===== src/rtl/tinymos6502_pkg.sv =====
// rtl/tinymos6502_pkg.sv - shared types, vector defaults and output decode for the interrupt sequencer
package tinymos6502_pkg;

    typedef enum logic [2:0] {
        ST_IDLE,
        ST_DUM1,
        ST_DUM2,
        ST_PCH,
        ST_PCL,
        ST_PSR,
        ST_VLO,
        ST_VHI
    } seq_state_t;

    typedef enum logic [1:0] {
        KIND_RST,
        KIND_NMI,
        KIND_BRK,
        KIND_IRQ
    } seq_kind_t;

    localparam logic [15:0] DEF_NMI_VEC = 16'hFFFA;
    localparam logic [15:0] DEF_RST_VEC = 16'hFFFC;
    localparam logic [15:0] DEF_IRQ_VEC = 16'hFFFE;

    typedef struct packed {
        logic        busy;
        logic        push_pch;
        logic        push_pcl;
        logic        push_p;
        logic        sp_dec;
        logic        rw;
        logic        b_flag;
        logic        vec_rd_lo;
        logic        vec_rd_hi;
        logic        set_i;
        logic [15:0] vec_addr;
    } seq_out_t;

    // Output levels for a state; a reset sequence walks the stack without writing it.
    function automatic seq_out_t decode_outputs(seq_state_t st, seq_kind_t kind, logic [15:0] vec);
        seq_out_t o;
        logic     is_rst;
        is_rst = (kind == KIND_RST);
        o      = '0;
        o.rw   = 1'b1;
        if (st != ST_IDLE) begin
            o.busy   = 1'b1;
            o.b_flag = (kind == KIND_BRK);
        end
        case (st)
            ST_PCH, ST_PCL, ST_PSR: begin
                o.sp_dec   = 1'b1;
                o.rw       = is_rst;
                o.push_pch = !is_rst && (st == ST_PCH);
                o.push_pcl = !is_rst && (st == ST_PCL);
                o.push_p   = !is_rst && (st == ST_PSR);
            end
            ST_VLO: begin
                o.vec_rd_lo = 1'b1;
                o.vec_addr  = vec;
            end
            ST_VHI: begin
                o.vec_rd_hi = 1'b1;
                o.vec_addr  = vec + 16'd1;
                o.set_i     = 1'b1;
            end
            default: ;
        endcase
        return o;
    endfunction

endpackage


===== src/rtl/interrupt_sequencer_if.sv =====
// rtl/interrupt_sequencer_if.sv - decoder/bus-side signal bundle of the interrupt sequencer
interface interrupt_sequencer_if;
    logic        rdy;
    logic        nmi;
    logic        irq;
    logic        i_flag;
    logic        insn_boundary;
    logic        brk;
    logic        busy;
    logic        push_pch;
    logic        push_pcl;
    logic        push_p;
    logic        sp_dec;
    logic        rw;
    logic        b_flag;
    logic        vec_rd_lo;
    logic        vec_rd_hi;
    logic [15:0] vec_addr;
    logic        set_i;
    logic        done;

    modport master (
        output rdy, nmi, irq, i_flag, insn_boundary, brk,
        input  busy, push_pch, push_pcl, push_p, sp_dec, rw, b_flag,
               vec_rd_lo, vec_rd_hi, vec_addr, set_i, done
    );

    modport slave (
        input  rdy, nmi, irq, i_flag, insn_boundary, brk,
        output busy, push_pch, push_pcl, push_p, sp_dec, rw, b_flag,
               vec_rd_lo, vec_rd_hi, vec_addr, set_i, done
    );
endinterface


===== src/rtl/nmi_edge_detect.sv =====
// rtl/nmi_edge_detect.sv - falling-edge detector and request latch for the active-low NMI pin
module nmi_edge_detect (
    input  logic clk,
    input  logic rst_n,
    input  logic nmi,
    input  logic clear,
    output logic pending
);
    logic nmi_q;
    logic latched;
    logic fall;

    assign fall    = nmi_q & ~nmi;
    assign pending = latched | fall;

    // The pin is tracked through reset so a level held low across reset is not seen as an edge.
    always_ff @(posedge clk) begin
        nmi_q <= nmi;
        if (!rst_n) begin
            latched <= 1'b0;
        end else begin
            latched <= clear ? 1'b0 : pending;
        end
    end
endmodule


===== src/rtl/interrupt_sequencer.sv =====
// rtl/interrupt_sequencer.sv - 7-cycle reset/NMI/BRK/IRQ entry sequencer with NMI hijack
module interrupt_sequencer
    import tinymos6502_pkg::*;
#(
    parameter logic [15:0] NMI_VEC = DEF_NMI_VEC,
    parameter logic [15:0] RST_VEC = DEF_RST_VEC,
    parameter logic [15:0] IRQ_VEC = DEF_IRQ_VEC
) (
    input logic            clk,
    input logic            rst_n,
    interrupt_sequencer_if.slave bus
);
    seq_state_t  state;
    seq_state_t  state_nx;
    seq_kind_t   kind;
    seq_kind_t   kind_nx;
    logic        vec_sel_nmi;
    logic        vec_sel_nmi_nx;
    logic        rst_pending;
    logic        nmi_pending;
    logic        nmi_clear;
    logic [15:0] vec_nx;
    seq_out_t    outs;

    nmi_edge_detect u_nmi (
        .clk     (clk),
        .rst_n   (rst_n),
        .nmi     (bus.nmi),
        .clear   (nmi_clear),
        .pending (nmi_pending)
    );

    always_comb begin
        state_nx       = state;
        kind_nx        = kind;
        vec_sel_nmi_nx = vec_sel_nmi;
        nmi_clear      = 1'b0;
        case (state)
            ST_IDLE: begin
                vec_sel_nmi_nx = 1'b0;
                if (bus.rdy) begin
                    if (rst_pending) begin
                        state_nx = ST_DUM1;
                        kind_nx  = KIND_RST;
                    end else if (bus.insn_boundary) begin
                        if (nmi_pending) begin
                            state_nx = ST_DUM1;
                            kind_nx  = KIND_NMI;
                        end else if (bus.brk) begin
                            state_nx = ST_DUM1;
                            kind_nx  = KIND_BRK;
                        end else if (!bus.irq && !bus.i_flag) begin
                            state_nx = ST_DUM1;
                            kind_nx  = KIND_IRQ;
                        end
                    end
                end
            end
            ST_DUM1: if (bus.rdy) state_nx = ST_DUM2;
            ST_DUM2: if (bus.rdy) state_nx = ST_PCH;
            ST_PCH:  state_nx = ST_PCL;
            ST_PCL:  state_nx = ST_PSR;
            ST_PSR: begin
                state_nx = ST_VLO;
                // An NMI raised while an IRQ/BRK frame is being pushed takes over its vector fetch.
                if (kind == KIND_NMI) begin
                    nmi_clear = 1'b1;
                end else if (kind != KIND_RST && nmi_pending) begin
                    nmi_clear      = 1'b1;
                    vec_sel_nmi_nx = 1'b1;
                end
            end
            ST_VLO:  if (bus.rdy) state_nx = ST_VHI;
            ST_VHI:  if (bus.rdy) state_nx = ST_IDLE;
            default: state_nx = ST_IDLE;
        endcase
    end

    always_comb begin
        vec_nx = IRQ_VEC;
        if (vec_sel_nmi_nx || kind_nx == KIND_NMI) begin
            vec_nx = NMI_VEC;
        end else if (kind_nx == KIND_RST) begin
            vec_nx = RST_VEC;
        end
    end

    always_ff @(posedge clk) begin
        if (!rst_n) begin
            state       <= ST_IDLE;
            kind        <= KIND_RST;
            vec_sel_nmi <= 1'b0;
            rst_pending <= 1'b1;
            outs        <= decode_outputs(ST_IDLE, KIND_RST, 16'h0000);
        end else begin
            state       <= state_nx;
            kind        <= kind_nx;
            vec_sel_nmi <= vec_sel_nmi_nx;
            if (state == ST_IDLE && bus.rdy) begin
                rst_pending <= 1'b0;
            end
            outs <= decode_outputs(state_nx, kind_nx, vec_nx);
        end
    end

    assign bus.busy      = outs.busy;
    assign bus.push_pch  = outs.push_pch;
    assign bus.push_pcl  = outs.push_pcl;
    assign bus.push_p    = outs.push_p;
    assign bus.sp_dec    = outs.sp_dec;
    assign bus.rw        = outs.rw;
    assign bus.b_flag    = outs.b_flag;
    assign bus.vec_rd_lo = outs.vec_rd_lo;
    assign bus.vec_rd_hi = outs.vec_rd_hi;
    assign bus.vec_addr  = outs.vec_addr;
    assign bus.set_i     = outs.set_i;
    // done marks only the cycle in which VHI actually retires.
    assign bus.done      = (state == ST_VHI) && bus.rdy && rst_n;
endmodule


===== src/flat_wrapper.sv =====
// flat-port wrapper written by rule: the top's interface ports become plain ports
module interrupt_sequencer_flat import tinymos6502_pkg::*;
#(
    parameter logic [15:0] NMI_VEC = DEF_NMI_VEC,
    parameter logic [15:0] RST_VEC = DEF_RST_VEC,
    parameter logic [15:0] IRQ_VEC = DEF_IRQ_VEC
)
  (clk, rst_n, bus_rdy, bus_nmi, bus_irq, bus_i_flag, bus_insn_boundary, bus_brk, bus_busy, bus_push_pch, bus_push_pcl, bus_push_p, bus_sp_dec, bus_rw, bus_b_flag, bus_vec_rd_lo, bus_vec_rd_hi, bus_vec_addr, bus_set_i, bus_done);
  interrupt_sequencer_if bus_i ();
  input logic clk;
  input logic rst_n;
  input wire logic [$bits(bus_i.rdy)-1:0] bus_rdy;
  input wire logic [$bits(bus_i.nmi)-1:0] bus_nmi;
  input wire logic [$bits(bus_i.irq)-1:0] bus_irq;
  input wire logic [$bits(bus_i.i_flag)-1:0] bus_i_flag;
  input wire logic [$bits(bus_i.insn_boundary)-1:0] bus_insn_boundary;
  input wire logic [$bits(bus_i.brk)-1:0] bus_brk;
  output wire logic [$bits(bus_i.busy)-1:0] bus_busy;
  output wire logic [$bits(bus_i.push_pch)-1:0] bus_push_pch;
  output wire logic [$bits(bus_i.push_pcl)-1:0] bus_push_pcl;
  output wire logic [$bits(bus_i.push_p)-1:0] bus_push_p;
  output wire logic [$bits(bus_i.sp_dec)-1:0] bus_sp_dec;
  output wire logic [$bits(bus_i.rw)-1:0] bus_rw;
  output wire logic [$bits(bus_i.b_flag)-1:0] bus_b_flag;
  output wire logic [$bits(bus_i.vec_rd_lo)-1:0] bus_vec_rd_lo;
  output wire logic [$bits(bus_i.vec_rd_hi)-1:0] bus_vec_rd_hi;
  output wire logic [$bits(bus_i.vec_addr)-1:0] bus_vec_addr;
  output wire logic [$bits(bus_i.set_i)-1:0] bus_set_i;
  output wire logic [$bits(bus_i.done)-1:0] bus_done;
  assign bus_i.rdy = bus_rdy;
  assign bus_i.nmi = bus_nmi;
  assign bus_i.irq = bus_irq;
  assign bus_i.i_flag = bus_i_flag;
  assign bus_i.insn_boundary = bus_insn_boundary;
  assign bus_i.brk = bus_brk;
  assign bus_busy = bus_i.busy;
  assign bus_push_pch = bus_i.push_pch;
  assign bus_push_pcl = bus_i.push_pcl;
  assign bus_push_p = bus_i.push_p;
  assign bus_sp_dec = bus_i.sp_dec;
  assign bus_rw = bus_i.rw;
  assign bus_b_flag = bus_i.b_flag;
  assign bus_vec_rd_lo = bus_i.vec_rd_lo;
  assign bus_vec_rd_hi = bus_i.vec_rd_hi;
  assign bus_vec_addr = bus_i.vec_addr;
  assign bus_set_i = bus_i.set_i;
  assign bus_done = bus_i.done;
  interrupt_sequencer #(.NMI_VEC(NMI_VEC), .RST_VEC(RST_VEC), .IRQ_VEC(IRQ_VEC)) u_core (.clk(clk), .rst_n(rst_n), .bus(bus_i));
endmodule

===== config.mk =====
export PLATFORM = sky130hd
export DESIGN_NAME = interrupt_sequencer_flat
export DESIGN_NICKNAME = d
export VERILOG_FILES = /design/src/rtl/tinymos6502_pkg.sv /design/src/rtl/interrupt_sequencer_if.sv /design/src/rtl/nmi_edge_detect.sv /design/src/rtl/interrupt_sequencer.sv /design/src/flat_wrapper.sv
export SDC_FILE = /design/constraint.sdc
export NUM_CORES = 1
export LEC_CHECK = 0
export CORE_MARGIN = 10
export CORE_UTILIZATION = 48
export CTS_CLUSTER_SIZE = 8
export DETAILED_ROUTE_END_ITERATION = 8
export GPL_ROUTABILITY_DRIVEN = 1
export PLACE_DENSITY_LB_ADDON = 0.3
export SYNTH_ARGS = -nofsm -noshare
export SYNTH_HDL_FRONTEND = slang
export SYNTH_HIERARCHICAL = 1
export SYNTH_SLANG_ARGS = --single-unit

===== constraint.sdc =====
create_clock -name clk -period 3.7 [get_ports clk]
set_clock_uncertainty 0.05 [all_clocks]
set_input_delay 0.555 -clock clk [delete_from_list [all_inputs] [get_ports clk]]
set_output_delay 0.555 -clock clk [all_outputs]
set_load 0.01 [all_outputs]

; Word-level counts from Yosys, hierarchy flattened
; Cells that the tools add are included.
[classes]
add_sub_neg = 1
eq_ne = 15
n_mux = 31
bitwise = 4
reduce_logical = 20
[ops]
columns = cell, count
row1 = one-hot mux 16 bit (2 select lines), 1
row2 = 2-to-1 mux 3 bit, 10
row3 = "== test 3 bit, second input constant", 8
row4 = one-hot mux 3 bit (8 select lines), 1
row5 = 2-to-1 mux 2 bit, 10
row6 = "adder 16 x 1 -> 16 bit, second input constant", 1
row7 = 2-to-1 mux 16 bit, 1
row8 = "== test 3 x 2 -> 1 bit, second input constant", 3
row9 = logical AND 1 bit, 8
row10 = 2-to-1 mux 1 bit, 7
row11 = "== test 2 x 1 -> 1 bit, second input constant", 2
row12 = AND reduction 2 bit, 2
row13 = "== test 3 x 1 -> 1 bit, second input constant", 1
row14 = logical NOT 1 bit, 3
row15 = logical NOT 3 bit, 1
row16 = nonzero test 3 bit, 1
row17 = OR reduction 3 bit, 1
row18 = "== test 2 bit, second input constant", 1
row19 = logical NOT 2 bit, 1
row20 = inverter 1 bit, 2
row21 = one-hot mux 1 bit (2 select lines), 1
row22 = nonzero test 2 bit, 1
row23 = OR reduction 2 bit, 1
row24 = bitwise AND 1 bit, 1
row25 = other kinds (2), 2
[word_totals]
regBits = 35
input_bits = 8
out_inout_bits = 27
wordCells = 88

; Logic depth before layout (Yosys ltp)
[depth]
ltp_word = 14
ltp_mapped = 6
depth_no_buf = 6

; Modules after synthesis
; Netlist, hierarchy kept.
[modules_own_cells]
columns = module, n_inst, cells_per_inst, area_per_inst_um2
row1 = interrupt_sequencer, 1, 108, 1003.5
row2 = nmi_edge_detect, 1, 6, 73.8

; Worst setup path before layout
; No wires, ideal clock.
[synth_path]
kind = input -> register
startpoint = in bus_rdy
endpoint = reg u_core.outs (netlist bit u_core/bus.push_p)
setup_time_ps = 100
arrival_ps = 2111
t_required_ps = 3550
path_slack_ps = 1440
path_stages = 5
path_cell_list = buf_2 or4b_1 buf_2 o41a_4 a2111oi_4
[synth_between]
elab_chain_len = 5
elab_cells_between_ends = 16
classes_between = eq/ne: 3 / mux: 8 / reduce/logical: 5
[synth_lines]
columns = element, line
row1 = from (decl), flat_wrapper.sv:12  ; input wire logic [$bits(bus_i.rdy)-1:0] bus_rdy;
row2 = "2-to-1 mux 3 bit, or another cell as far along", interrupt_sequencer.sv:74  ; ST_VHI: if (bus.rdy) state_nx = ST_IDLE;
row3 = one-hot mux 3 bit (8 select lines) / 2-to-1 mux 2 bit (equally long branches), interrupt_sequencer.sv:38  ; case (state)
row4 = "== test 3 bit, or another cell as far along", "tinymos6502_pkg.sv:51, tinymos6502_pkg.sv:57"
row5 = OR reduction 3 bit / logical NOT 1 bit (equally long branches), "tinymos6502_pkg.sv:51, tinymos6502_pkg.sv:57"
row6 = AND reduction 2 bit (no line) / logical AND 1 bit (equally long branches), -
row7 = to (signal assigned), interrupt_sequencer.sv:94  ; outs <= decode_outputs(ST_IDLE, KIND_RST, 16'h0000);
row8 = to (signal assigned), interrupt_sequencer.sv:102  ; outs <= decode_outputs(state_nx, kind_nx, vec_nx);
row9 = to (decl), interrupt_sequencer.sv:23  ; seq_out_t outs;
; Several ways; a longest one is shown, not always the timed one.
; A chain may end at the register's enable or synchronous reset.

; Worst setup path after layout
[layout_path]
startpoint = in rst_n
endpoint = out bus_done
[layout_between]
elab_chain_len = 1
[layout_lines]
columns = element, line
row1 = from (decl), flat_wrapper.sv:11  ; input logic rst_n;
row2 = logical AND 1 bit, interrupt_sequencer.sv:118  ; assign bus.done = (state == ST_VHI) && bus.rdy && rst_n;
row3 = to (decl), flat_wrapper.sv:29  ; output wire logic [$bits(bus_i.done)-1:0] bus_done;
; No other way between the ends.

==> results.md <==
- Critical path class: in2out
- Die width: between 60 and 70 µm
- Routed wire length: about 2.3 mm
- Fill cells: between 150 and 200
- RR Startpoint: u_core/state[1]
- Synth Area in Compound Gates: 0.264
- EDFF count, synth: 0
- Ant diodes: 0
- HP Class: reg2reg
- Sequential area share after synthesis: 0.409
- Mux cell area share after synthesis: 0.0186
- Slew @ Worst Pin: roughly 620 ps
- DRC viols: 0
- Post-detailed-route count of antenna-violating nets: 0
- Ys async rst share: 0
- Peak VDD IR: between 0.2 and 0.3 mV
- Port bufs: 34
- Fin util: 0.634
- Synthesis warning total: 6
- Clk Tree Root Cell: clkbuf_4
- Clock sink total: 22
- Sequence of cells on the critical path: clkdlybuf4s50_1 > nand2_1 > nor2_1 > clkdlybuf4s50_1
- Number of library cell types mapped by synthesis: 40
- Largest family of logic cells by synthesized area: compound AO/OA/AOI/OAI gates
- CTS Buf Count: 3
- Post-CTS Resized: 0
- Slew HR: 0.586
- Routed length per instance: around 14 µm
- Worst skew pair latency: roughly 300 ps
- GRT overflow: 0
- CP Max Fanout: 6
- DR vias/cell: approximately 5.4
- Final worst path period share: 0.704
- Clock transition at the registers of the reported paths: ~120 ps
- Synth Area in Adders: 0
- Post-synthesis simple-gate area fraction: 0.171
- Cell Count Post-Placement: 157
- Leakage dissipation: 0.512 nW
- WP data arrival: 2000 ps
- Max Slew Vio Count: 0
- Seq. cell area: 440 µm²
- Final non-filler cell total: approximately 160
- # Post-CTS Setup Buffers: 0
- Via count: just under 900
- Fin Setup TNS: 0 ps
- DR pass1 iterations: 4
- Cell Area, Synth: approximately 1100 µm²
- Final setup fails: 0
- CTS tree: done
- I/O Pins: 35
- Final net count: approximately 140
- Unrepaired setup endpoints after global routing: false
- Die height: 67.4 µm
- Vias in the first global route: roughly 780
- Layout area overhead: 27.6%
- Post-DP HPWL: 1.75 mm
- First-pass GRT wire length: around 3.5 mm
- 1st-iter DRT viols: 37
- # rows: 17
- GRT Total Usage: 0.0972
- Initial antenna violation count: 0
- GP Congestion: slightly below 0.9
- Post-Synth XOR/XNOR Area: 0
- CP startpoint: rst_n
- Largest net degree at the start of global routing: 18
- Maximum clock path buffer count: 2
- Cells after synthesis: ~110
- Flops & latches, synth: 22
- Crit path buffers/inverters: 2
- CP delay by family, top: buffers and inverters
- Initial Utilization: 0.497
- Worst hold start: u_core/u_nmi/latched
- Layout cells sized above 1: 0.0902
- WP data required: 3090 ps
- CP max-delay cell: clkdlybuf4s50_1
- Startpoint Class: input pin
- Core region area: 2170 µm²
- Pwr/cell area: about 380 nW/µm²
- Top post-synthesis cells by area: dfxtp_1 41%, buf_4 9.1%, a2111oi_4 5.1%
- Critical Path Sink Type: output port
- Dominant cell type by area after synthesis: dfxtp_1
- Most used cell, CP: clkdlybuf4s50_1
- Status: completed
- Syn_area_per_cell: approximately 9.4 µm²
- Hold Violations, Final: 0
- # H-tree levels: 1
- Multi-input logic area: around 490 µm²
- Ys flop type: dfxtp_1
- DIE AREA: about 4500 µm²
- Tmin final: about 2600 ps
- Post-CTS Hold Buffers: 0
- Post-synth top area share: 0.409
- Slowest stage delay, CP: approximately 610 ps
- Max-cap check violation count: 0
- Synth Net Count: roughly 120
- Fmax: roughly 0.38 GHz
synthesized netlist by cell type, types with 2 or more instances:
cell / count
mux2i_1: 2
inv_1: 4
o21ai_0: 3
nand2b_1: 2
nor3_1: 2
dfxtp_1: 22
a2111oi_4: 2
nand2_1: 9
o21ba_2: 3
buf_2: 2
a31oi_1: 3
nor2_1: 13
buf_4: 13
a21oi_1: 3
clkbuf_1: 3
a211oi_1: 2
a211o_1: 2
o21bai_1: 2
layout make-up:
cell class              count  area share
clock buffers               3      0.0164
clock inverters             1      0.0218
inverters                   5      0.0136
multi-input cells          68       0.355
flip-flops and latches     22       0.320
well taps                  28      0.0255
repair buffers             34       0.247
metal layers:
layer / track usage / wire (µm) / up-vias
met5: 0 / 0 / -
met1: 0.114 / 922 / 403
li1: - / - / 429
met2: 0.149 / 1010 / 37
met3: 0.0397 / 330 / 4
met4: 0.0513 / 36 / 0
state kept, by name, indices dropped and copies added (netlist names):
| name | flops |
|---|---|
| u_core/bus.busy | 1 |
| u_core/u_nmi/latched | 1 |
| u_core/vec_sel_nmi | 1 |
| u_core/bus.b_flag | 1 |
| u_core/bus.push_pcl | 1 |
| u_core/bus.vec_addr | 4 |
| u_core/bus.vec_rd_hi | 1 |
| u_core/bus.push_p | 1 |
| u_core/state | 3 |
| u_core/bus.rw | 1 |
| u_core/kind | 2 |
| u_core/u_nmi/nmi_q | 1 |
| u_core/bus.push_pch | 1 |
| u_core/rst_pending | 1 |
| u_core/bus.sp_dec | 1 |
| u_core/bus.vec_rd_lo | 1 |
kinds of logic after synthesis:
family,Yosys count
AOI/OAI and AO/OA,30
buffers and inverters,24
DFF,22
muxes,2
and+or+nand+nor,36
worst paths after layout:
path                                             end  cells past startpoint  slack [ps]
worst min register to register  u_core/u_nmi/latched                      1         470
worst max register to register     u_core/bus.push_p                      3        1400
worst min-delay path            u_core/u_nmi/latched                      1         470
worst max-delay path                        bus_done                      4        1100
stage by stage:
| stage | hold WS [ps] | area (µm²) | total power (W) | worst slack [ps] |
|---|---|---|---|---|
| after floorplan | 414 | 1080 | 0.000317 | 1440 |
| after global placement | 423 | 1320 | 0.000339 | 939 |
| after detailed placement | 441 | 1320 | 0.000340 | 885 |
| after CTS | 468 | 1380 | 0.000520 | 1080 |
| after global routing | 484 | 1380 | 0.000539 | 1020 |
| final | 466 | 1380 | 0.000518 | 1100 |
cell usage in the layout (no fill, tap or decap), types with 2 or more instances in the layout:
cell / n
inv_1: 4
nand2b_1: 2
o21ai_0: 3
nor3_1: 2
o21bai_1: 2
o21ba_2: 3
dfxtp_1: 22
nand2_1: 9
a31oi_1: 3
clkbuf_4: 3
a211o_1: 2
a21oi_1: 3
a211oi_1: 2
mux2i_1: 2
clkdlybuf4s50_1: 34
nor2_1: 13
a2111oi_4: 2
power breakdown:
group	switching, W	internal [W]
registers	0.0000165	0.000246
clock network	0.0000716	0.000109
logic	0.0000395	0.0000349
No activity file was read; power rests on OpenSTA's default activity.
